==> src/rtl/versatile_mem_ctrl_ddr_seq_pkg.sv <==
// Shared constants and helpers for the DDR2 burst data-phase sequencer.
// Schedule offsets are counted in clk_0 cycles from the command accept cycle.
package versatile_mem_ctrl_ddr_seq_pkg;

    localparam int DEF_CL      = 3;
    localparam int DEF_BL      = 4;
    localparam int DEF_RX_PIPE = 2;

    // Each direction carries three parallel schedules; lane 0 is always DQ-pin occupancy.
    localparam int NLANE     = 3;
    localparam int LANE_OCC  = 0;
    localparam int LANE_AUX0 = 1;
    localparam int LANE_AUX1 = 2;

    typedef enum logic {
        DIR_RD = 1'b0,
        DIR_WR = 1'b1
    } dir_e;

    function automatic int burst_cycles(input int bl);
        return bl / 2;
    endfunction

    function automatic int write_latency(input int cl);
        return cl - 1;
    endfunction

    function automatic int sched_len(input int cl, input int bl, input int rx_pipe);
        return cl + rx_pipe + (bl / 2);
    endfunction

    function automatic logic in_win(input int k, input int lo, input int hi);
        return (k >= lo) && (k <= hi);
    endfunction

endpackage

==> src/rtl/versatile_mem_ctrl_ddr_seq_window.sv <==
// One direction of the sequencer: NLANE shift-register schedules with a load mask,
// plus the DQ-window conflict check against candidate commands of either direction.
module versatile_mem_ctrl_ddr_seq_window
    import versatile_mem_ctrl_ddr_seq_pkg::*;
#(
    parameter int L        = 7,
    parameter bit OPP_PRE  = 1'b0,
    parameter bit OPP_POST = 1'b0
) (
    input  logic               clk_0,
    input  logic               rst_n,
    input  logic               i_load,
    input  logic [NLANE*L-1:0] i_mask,
    input  logic [L-1:0]       i_cand_same,
    input  logic [L-1:0]       i_cand_opp,
    output logic               o_hit_same,
    output logic               o_hit_opp,
    output logic [NLANE-1:0]   o_head,
    output logic               o_busy
);

    logic [NLANE-1:0][L-1:0] r_sched;
    logic [NLANE-1:0][L-1:0] w_next;
    logic                    r_busy;
    logic [L-1:0]            w_occ;
    logic [L-1:0]            w_guard;

    // Bit k of a schedule is activity k cycles from now; a mask bit k is k cycles from the accept cycle.
    always_comb begin
        for (int n = 0; n < NLANE; n++) begin
            w_next[n] = r_sched[n] >> 1;
            if (i_load) begin
                w_next[n] = w_next[n] | (i_mask[n*L +: L] >> 1);
            end
        end
    end

    always_ff @(posedge clk_0 or negedge rst_n) begin
        if (!rst_n) begin
            r_sched <= '0;
            r_busy  <= 1'b0;
        end else begin
            r_sched <= w_next;
            r_busy  <= |w_next;
        end
    end

    assign w_occ = r_sched[LANE_OCC];

    // Turnaround guard: widen the pending window by one cycle on the side where the
    // opposite direction must leave the bus idle.
    assign w_guard = w_occ
                   | (OPP_PRE  ? (w_occ >> 1) : '0)
                   | (OPP_POST ? (w_occ << 1) : '0);

    assign o_hit_same = |(i_cand_same & w_occ);
    assign o_hit_opp  = |(i_cand_opp & w_guard);
    assign o_busy     = r_busy;

    for (genvar n = 0; n < NLANE; n++) begin : g_head
        assign o_head[n] = r_sched[n][0];
    end

endmodule

==> src/rtl/versatile_mem_ctrl_ddr_seq.sv <==
// DDR2 burst data-phase sequencer: builds per-command schedule masks from CL/BL, accepts or refuses
// column commands, and drives FIFO strobes and PHY enables. Optional DQS preamble: DDR_SEQ_PREAMBLE_EN.
module versatile_mem_ctrl_ddr_seq
    import versatile_mem_ctrl_ddr_seq_pkg::*;
#(
    parameter int CL      = DEF_CL,
    parameter int BL      = DEF_BL,
    parameter int RX_PIPE = DEF_RX_PIPE
) (
    input  logic clk_0,
    input  logic rst_n,
    input  logic col_valid_i,
    input  logic col_we_i,
    input  logic col_full_i,
    output logic col_ready_o,
    output logic tx_pop_o,
    output logic dq_en,
    output logic dqm_en,
    output logic rx_push_o,
    output logic rx_last_o,
    output logic busy_o,
    output logic err_o
);

    localparam int BC = burst_cycles(BL);
    localparam int WL = write_latency(CL);
    localparam int L  = sched_len(CL, BL, RX_PIPE);

`ifdef DDR_SEQ_PREAMBLE_EN
    localparam int WR_OCC_LO = WL - 1;
`else
    localparam int WR_OCC_LO = WL;
`endif

    logic [L-1:0]     w_wr_data;
    logic [L-1:0]     w_wr_occ;
    logic [L-1:0]     w_wr_pop;
    logic [L-1:0]     w_rd_occ;
    logic [L-1:0]     w_rd_push;
    logic [L-1:0]     w_rd_last;
    logic [NLANE-1:0] w_wr_head;
    logic [NLANE-1:0] w_rd_head;
    logic             w_wr_hit_same;
    logic             w_wr_hit_opp;
    logic             w_rd_hit_same;
    logic             w_rd_hit_opp;
    logic             w_wr_busy;
    logic             w_rd_busy;
    logic             w_ready;
    logic             w_accept;
    logic             w_unused_rd_pins;
    dir_e             w_dir;

    for (genvar k = 0; k < L; k++) begin : g_mask
        assign w_wr_data[k] = in_win(k, WL, WL + BC - 1);
        assign w_wr_occ[k]  = in_win(k, WR_OCC_LO, WL + BC - 1);
        assign w_wr_pop[k]  = in_win(k, WL - 1, WL + BC - 2);
        assign w_rd_occ[k]  = in_win(k, CL, CL + BC - 1);
        assign w_rd_push[k] = in_win(k, CL + RX_PIPE, L - 1);
        assign w_rd_last[k] = (k == L - 1);
    end

    // Same-direction writes are checked on data cycles only, so an abutting write's last
    // beat can stand in for the next write's preamble.
    versatile_mem_ctrl_ddr_seq_window #(
        .L        (L),
        .OPP_PRE  (1'b0),
        .OPP_POST (1'b1)
    ) u_wr (
        .clk_0       (clk_0),
        .rst_n       (rst_n),
        .i_load      (w_accept && (w_dir == DIR_WR)),
        .i_mask      ({w_wr_data & {L{col_full_i}}, w_wr_pop, w_wr_occ}),
        .i_cand_same (w_wr_data),
        .i_cand_opp  (w_rd_occ),
        .o_hit_same  (w_wr_hit_same),
        .o_hit_opp   (w_wr_hit_opp),
        .o_head      (w_wr_head),
        .o_busy      (w_wr_busy)
    );

    // A write landing right before a pending read needs an idle cycle; a write may follow a read directly.
    versatile_mem_ctrl_ddr_seq_window #(
        .L        (L),
        .OPP_PRE  (1'b1),
        .OPP_POST (1'b0)
    ) u_rd (
        .clk_0       (clk_0),
        .rst_n       (rst_n),
        .i_load      (w_accept && (w_dir == DIR_RD)),
        .i_mask      ({w_rd_last, w_rd_push, w_rd_occ}),
        .i_cand_same (w_rd_occ),
        .i_cand_opp  (w_wr_occ),
        .o_hit_same  (w_rd_hit_same),
        .o_hit_opp   (w_rd_hit_opp),
        .o_head      (w_rd_head),
        .o_busy      (w_rd_busy)
    );

    assign w_dir = dir_e'(col_we_i);

    always_comb begin
        w_ready = 1'b1;
        case (w_dir)
            DIR_WR:  w_ready = !(w_wr_hit_same || w_rd_hit_opp);
            default: w_ready = !(w_rd_hit_same || w_wr_hit_opp);
        endcase
    end

    assign w_accept    = col_valid_i && w_ready;
    assign col_ready_o = w_ready;
    assign err_o       = col_valid_i && !w_ready;

    assign tx_pop_o  = w_wr_head[LANE_AUX0];
    assign dq_en     = w_wr_head[LANE_OCC];
    assign dqm_en    = w_wr_head[LANE_AUX1];
    assign rx_push_o = w_rd_head[LANE_AUX0];
    assign rx_last_o = w_rd_head[LANE_AUX1];
    assign busy_o    = w_wr_busy || w_rd_busy;

    assign w_unused_rd_pins = w_rd_head[LANE_OCC];

endmodule

==> config.mk <==
export PLATFORM = sky130hd
export DESIGN_NAME = versatile_mem_ctrl_ddr_seq
export DESIGN_NICKNAME = d
export VERILOG_FILES = /design/src/rtl/versatile_mem_ctrl_ddr_seq_pkg.sv /design/src/rtl/versatile_mem_ctrl_ddr_seq_window.sv /design/src/rtl/versatile_mem_ctrl_ddr_seq.sv
export SDC_FILE = /design/constraint.sdc
export NUM_CORES = 1
export LEC_CHECK = 0
export ABC_AREA = 1
export BUFFER_PORTS_ARGS = -buffer_cell sky130_fd_sc_hd__clkbuf_2
export CAP_MARGIN = 10
export CORE_MARGIN = 10
export CORE_UTILIZATION = 41
export CTS_BUF_LIST = sky130_fd_sc_hd__clkbuf_2 sky130_fd_sc_hd__clkbuf_4 sky130_fd_sc_hd__clkbuf_8
export CTS_CLUSTER_SIZE = 8
export DETAILED_ROUTE_END_ITERATION = 12
export SYNTH_ARGS = -nofsm -noshare
export SYNTH_HDL_FRONTEND = slang
export SYNTH_SLANG_ARGS = --single-unit
==> constraint.sdc <==
create_clock -name clk_0 -period 1.72 [get_ports clk_0]
set_input_delay 0.172 -clock clk_0 [delete_from_list [all_inputs] [get_ports clk_0]]
set_output_delay 0.172 -clock clk_0 [all_outputs]
set_load 0.005 [all_outputs]
Word-level counts from Yosys, hierarchy flattened
Cells that the tools add are included.

Flip-flop bits (word level): 32. Bits of input ports: 5. Word-level logic and storage cells: 35.

Muxes and demuxes: 7. Bitwise logic cells: 4. Reduce and logical (&&, ||, !) cells: 16.

Operator list (number): 21-bit OR reduction (2); 6-bit two-way mux (3); 2-bit OR reduction (4); 6-bit by 3-bit bitwise OR with 6-bit output (1); 1-bit logical AND (4); 4-bit two-way mux (1); 3-bit by 4-bit bitwise OR with 4-bit output (1); 4-bit by 3-bit bitwise OR with 4-bit output (1); 1-bit zero test (3); 1-bit logical OR (3); 3-bit two-way mux (1); 2-bit two-way mux (1); 1-bit two-way mux (1); 1-bit NOT (1).

Logic depth before layout (Yosys ltp)
Gate-level depths: netlist of the first run.

Depth in word-level cells: 9. Depth in mapped cells: 4.

Hierarchy
From an unflattened synthesis of the first run, not the netlist that was laid out.

Cell total of the unflattened synthesis: 213. Area, all modules: 1889.3 um^2.

By module, submodules not included: versatile_mem_ctrl_ddr_seq_window at u_rd (times used 1, cells each 100, area each 915.9 um^2, seq. area each 475.5 um^2); versatile_mem_ctrl_ddr_seq_window at u_wr (times used 1, cells each 100, area each 912.1 um^2, seq. area each 475.5 um^2); versatile_mem_ctrl_ddr_seq (times used 1, cells each 13, area each 61.3 um^2, seq. area each 0.0 um^2).

Least setup slack after synthesis of the first run
No wires, ideal clock.

Kind: flip-flop to output port. From: register u_wr.r_sched (netlist bit u_wr.w_occ[2]). To: output port err_o. Arrival: 0.708 ns. Required time: 1.548 ns. Setup slack: 0.840 ns. Cell stages (with the launch flop): 5. Path buffers: 0. Cells stage by stage: dfrtp_1 > nor2_4 > nand2_1 > inv_2 > nor2_1.

Cells in the longest elaborated chain, start to end: 7.

Ends and longest elaborated chain: from (decl) (line versatile_mem_ctrl_ddr_seq_window.sv:22) `logic [NLANE-1:0][L-1:0] r_sched;`; from (signal assigned) (line versatile_mem_ctrl_ddr_seq_window.sv:43) `r_sched <= w_next;`; 3-bit by 4-bit bitwise OR with 4-bit output (line versatile_mem_ctrl_ddr_seq_window.sv:54) `| (OPP_POST ? (w_occ << 1) : '0);`; 2-bit OR reduction (line versatile_mem_ctrl_ddr_seq_window.sv:57) `assign o_hit_opp = |(i_cand_opp & w_guard);`; 1-bit logical OR (line versatile_mem_ctrl_ddr_seq.sv:106) `default: w_ready = !(w_rd_hit_same || w_wr_hit_opp);`; 1-bit zero test (line versatile_mem_ctrl_ddr_seq.sv:106); 1-bit two-way mux (*) (line versatile_mem_ctrl_ddr_seq.sv:104) `case (w_dir)`; via col_ready_o (line versatile_mem_ctrl_ddr_seq.sv:15) `output logic col_ready_o,`; 1-bit zero test (*) (line versatile_mem_ctrl_ddr_seq.sv:112) `assign err_o = col_valid_i && !w_ready;`; 1-bit logical AND (*) (line versatile_mem_ctrl_ddr_seq.sv:112); to (decl) (line versatile_mem_ctrl_ddr_seq.sv:22) `output logic err_o`.

The timed path passes the listed nets; every way through them passes the cells marked *.

==> results of run 1 <==
## cells in the mapped netlist (all sizes together)
cell    instances  area [um^2]
dfrtp          19          475
inv             9         33.8
nor2            8         37.5
nand2           6         22.5
nand3           2         10.0
nand4           2         33.8
nor3            1         5.00
o21bai          1         11.3
or2             1         6.26
## final timing paths
path / from / endpoint / slack, ns
hold reg to reg: u_rd.w_occ[0] / u_rd.r_sched[8] / 0.38
max in group asynchronous: rst_n / u_rd.w_occ[1] / 1.08
min in group asynchronous: rst_n / u_rd.r_sched[15] / 0.34
setup reg to reg: u_rd.r_sched[12] / u_wr.r_sched[15] / 0.82
hold / removal: col_full_i / u_wr.r_sched[16] / 0.1
setup / recovery: u_rd.r_sched[12] / err_o / 0.40
## where the power goes
part | leakage (uW) | switching [uW] | internal (uW)
Combinational | 0.000164 | 50.6 | 38.9
Clock | 0.0000177 | 137 | 86.6
Sequential | 0.000244 | 20.4 | 489
Total | 0.000425 | 208 | 614
## through the flow
stage | instances | hold WS (ns) | util (%) | total power [uW]
6_report | 82 | 0.0990 | 50.6 | 823
5_1_grt | 82 | 0.0916 | 50.6 | 877
4_1_cts | 82 | 0.0936 | 50.6 | 832
3_5_place_dp | 77 | 0.140 | 48.1 | 610
3_3_place_gp | 77 | 0.139 | 48.1 | 607
2_1_floorplan | 49 | -0.124 | - | 563
## area by class of cell
type | instances | area [um^2]
clock buffer | 3 | 22.5
clock inverter | 1 | 5.00
fill | 136 | 736
inverter | 9 | 33.8
multi-input combinational | 21 | 126
sequential | 19 | 475
tap | 16 | 20.0
timing repair buffer | 13 | 70.1
## routing by layer
metal  track usage (%)  vias to the layer above  wire length (um)
met5                 0                        -                 0
met4              7.87                        0                49
met3              2.58                        4                66
met2              7.28                       12               365
met1              8.17                      167               473
li1                  -                      184                 -
## worst max-delay path, stage by stage (launching register included)
cell      delay, ns
dfrtp_1        0.44
nor2_4         0.14
nand2_1        0.08
inv_2          0.06
nor2_1         0.03
clkbuf_2       0.10
## sequential cells by signal, summed over array words and instances, names as in the netlist
name          count
u_wr.o_head       1
u_rd.w_occ        3
u_rd.o_busy       1
u_rd.o_head       2
u_wr.o_busy       1
u_wr.r_sched      2
u_wr.w_occ        3
u_rd.r_sched      6
## logic make-up (layout without fill, tap and decap cells)
kind of cell	Yosys count	after routing
DFF	19	19
and+or+nand+nor	20	20
buffers and inverters	9	26
AOI/OAI and AO/OA	1	1
## what timing repair did
item,in CTS,in global routing
hold buffers,1,0
hold endpoints to repair,19,0
setup endpoints to repair,0,0
==> flow_summary.json, run 1 <==
{
  "critical_path.startpoint_type": "flip-flop",
  "crit_fanout": 3,
  "ir_drop_v": 0.000394,
  "hold_viol": 0,
  "placed_area_um2": 716,
  "synth_top_family_by_area": "simple AND/OR/NAND/NOR gates",
  "synthAdderAreaFrac_pct": 0,
  "syn_nets": 54,
  "cts_root_buffer": "clkbuf_4",
  "clk_pin_slew_ns": 0.11,
  "syn_inst": 49,
  "io_buffers": 12,
  "track_usage_pct": 6.51,
  "die-area_um2": 3530,
  "post-cts-setup-buffers": 0,
  "hold_depth": 3,
  "synth-compound-area-share_pct": 1.77,
  "synth-simple-area-share_pct": 18.1,
  "die_y_um": 59.4,
  "vias": 367,
  "final_area_um2": 753,
  "layout_commonest_cell": "dfrtp_1",
  "cts_tree": "yes",
  "wl_per_cell_um": 11.6,
  "finalWeightedCongestion": 0.684,
  "p_leak_uw": 0.000425,
  "grt_pass1_vias": 372,
  "r2r_cells": 3,
  "pre_cts_ws_ns": 0.731,
  "fin_ws_ns": 0.401,
  "antenna_cells": 0,
  "hp-class": "input port to flip-flop",
  "grt_pass1_wl_mm": 1.68,
  "final.period_utilization_pct": 76.7,
  "finalSetupViolations": 0,
  "crit_required_ns": 1.55,
  "row_count": 14,
  "wl_um": 954,
  "pin_count": 13,
  "grt_max_degree": 20,
  "period_minus_slack_ns": 1.32,
  "cts.sinks": 19,
  "netlist_area_um2": 636,
  "final_layout_size_suffix_gt1_share_pct": 33.3,
  "drc": 0,
  "hpwl_um": 705,
  "synth_xor_area_share_pct": 0,
  "insertion_delay_ns": 0.30,
  "skew_ns": 0.00358,
  "syn_area_per_cell_um2": 13.0,
  "ctsLongestPathBuffers": 2,
  "rsz0062_at_grt": "false",
  "initial_core_util_pct": 42.7,
  "final_antenna_net_count": 0,
  "synthDistinctLibCells": 12,
  "finalMaxSlewViolations": 0,
  "worst_pin_slew_ns": 0.443,
  "cts_buffers": 3,
  "antenna_found_initial": 0,
  "synth_seq_area_share_pct": 74.8,
  "cts.repair.resized": 0,
  "pwr_density_cell_nw_per_um2": 1090,
  "tns_ns": 0,
  "cts_max_level": 1,
  "endpoint_kind": "primary output",
  "die_w_um": 59.4,
  "drv_cap": 0,
  "critPathKind": "flip-flop to primary output",
  "fmax_mhz": 758,
  "status": "complete, no violations",
  "critical_path_arrival_ns": 1.15,
  "ys_warn_count": 0,
  "fin_nets": 72,
  "relSlewSlack_pct": 70.5,
  "synthMuxAreaShare_pct": 0,
  "drtIter0Drc": 2,
  "final_cell_mix": "19 x dfrtp_1, 12 x clkbuf_2, 8 x inv_1, 7 x nor2_1, 6 x nand2_1",
  "synth-seq-cells": 19,
  "grt_remaining_overflow": 0,
  "area_growth_pct": 18.5,
  "dr.pass1.iters": 2,
  "vias_per_cell": 4.48,
  "coreArea_um2": 1490
}
Power figures use the tool's default switching activity.
==> run 2, diff against run 1 <==
clock period = 1.2 ns   (was 1.72 ns; I/O delays follow)
==> flow_summary.json, run 2 (synthesis gave the netlist of run 1 again) <==
{
  "vias_per_cell": 4.44,
  "antenna_cells": 0,
  "drv_cap": 0,
  "critical_path.startpoint_type": "flip-flop",
  "timing.rr.end": "u_rd.o_busy",
  "crit_start": "u_wr.w_occ[2]",
  "cp_slowest_cell": "dfrtp_1",
  "hold_depth": 3,
  "endpoint_kind": "primary output",
  "wl_per_cell_um": 11.5,
  "grt_pass1_vias": 395,
  "pin_count": 13,
  "status": "complete, but fails checks",
  "hold_path_end": "u_wr.r_sched[16]",
  "antenna_found_initial": 0,
  "skew_ns": 0.00356,
  "row_count": 14,
  "ir_drop_v": 0.000567,
  "cts_buffers": 3,
  "worst_pin_slew_ns": 0.444,
  "min_from": "col_full_i",
  "layout_commonest_cell": "dfrtp_1",
  "coreArea_um2": 1490,
  "final_area_um2": 807,
  "share_seq_of_total_power_pct": 60.2,
  "rsz0062_at_grt": "true",
  "violations": "negative setup slack",
  "internal_power_uw": 906,
  "place_inst": 77,
  "hold_viol": 0,
  "critPathKind": "flip-flop to primary output",
  "finalSetupViolations": 1,
  "finalMaxSlewViolations": 0,
  "die_y_um": 59.4,
  "cts_max_level": 1,
  "top_register": "u_rd.r_sched",
  "track_usage_pct": 6.77,
  "area_growth_pct": 27.0,
  "drtIter0Drc": 3,
  "largest_register_ffs": 6,
  "period_minus_slack_ns": 1.20,
  "placed_area_um2": 716,
  "r2r_start": "u_rd.w_occ[2]",
  "final_antenna_net_count": 0,
  "hold_ws_ns": 0.0465,
  "switching_share_pct": 25.3,
  "pre_cts_ws_ns": 0.263,
  "p_leak_uw": 0.000457,
  "hp-class": "input port to flip-flop",
  "p_comb_share_pct": 13.3,
  "path_cells": "nor2_4 > nand2_1 > inv_2 > nor2_1 > clkbuf_2",
  "grt_pass1_wl_mm": 1.75,
  "crit_required_ns": 1.08,
  "io_buffers": 12,
  "fmax_mhz": 832,
  "p_total_uw": 1210,
  "relSlewSlack_pct": 70.4,
  "grt_max_degree": 20,
  "cts.sinks": 19,
  "clkPwrFrac_pct": 26.5,
  "die-area_um2": 3530,
  "wl_mm": 1.01,
  "die_w_um": 59.4,
  "initial_core_util_pct": 42.7,
  "crit_fanout": 2,
  "slowest_delay_ns": 0.42,
  "hpwl_um": 705,
  "vias": 391,
  "final.period_utilization_pct": 100,
  "grt_remaining_overflow": 0,
  "finalWeightedCongestion": 0.684,
  "clk_pin_slew_ns": 0.11,
  "insertion_delay_ns": 0.30,
  "pwr_density_cell_nw_per_um2": 1500,
  "cts_tree": "yes",
  "ctsLongestPathBuffers": 2,
  "reg2reg_slack_ns": 0.08,
  "power.switching_uw": 306,
  "final_cell_mix": "19 x dfrtp_1, 11 x clkbuf_2, 8 x inv_1, 7 x nor2_1",
  "fin_ws_ns": -0.00232,
  "stdcell_count": 88,
  "critical_path_arrival_ns": 1.08,
  "final_layout_size_suffix_gt1_share_pct": 38.9,
  "drc": 0,
  "r2r_cells": 6,
  "cts_root_buffer": "clkbuf_4",
  "fin_nets": 78,
  "dr.pass1.iters": 2
}
==> run 2: area by class of cell <==
cell class	count	area, um^2
Fill cell	131	682
Sequential cell	19	475
Multi-Input combinational cell	21	129
Timing Repair Buffer	19	121
Inverter	9	33.8
Clock buffer	3	22.5
Tap cell	16	20.0
Clock inverter	1	5.00
==> run 2: power by group through the flow <==
stage / logic [uW] / registers [uW] / clock network, uW
after CTS: 155 / 730 / 327
after global placement: 129 / 741 / 0
after floorplan: 67.4 / 740 / 0
after detailed placement: 131 / 744 / 0
after global routing: 182 / 739 / 369
final: 161 / 729 / 322
==> run 2: worst max path at each step <==
stage	cells after the start	slack (ns)	to
after floorplan	4	0.37	err_o
after global placement	5	0.28	err_o
after detailed placement	5	0.26	err_o
final	5	-0.002	err_o
after CTS	5	-0.03	err_o
after global routing	5	-0.08	err_o
==> run 2: routing by layer <==
metal | GRT usage [%] | routed length [um] | up-vias
met3 | 2.58 | 66 | 4
met4 | 7.87 | 49 | 0
met1 | 8.42 | 495 | 180
met2 | 7.88 | 400 | 12
li1 | - | - | 195
met5 | 0 | 0 | -
==> run 2: per-stage QoR <==
step	TNS, ns	util (%)
6_report	-0.00232	54.2
3_3_place_gp	0	48.1
2_1_floorplan	0	-
5_1_grt	-0.128	54.2
4_1_cts	-0.0294	53.1
3_5_place_dp	0	48.1
==> run 2: worst max-delay path, delay by kind of cell (launching register included) <==
kind          cells  cell delay [ns]
flops             1             0.42
simple gates      3             0.21
buf+inv           2             0.15
==> run 2: what timing repair did <==
action	in CTS	in global routing
gates resized for setup	0	3
buffers inserted	5	1
pin swaps	3	2
endpoints found under the hold margin	19	0
hold buffers	1	0
endpoints found under the setup margin	2	4
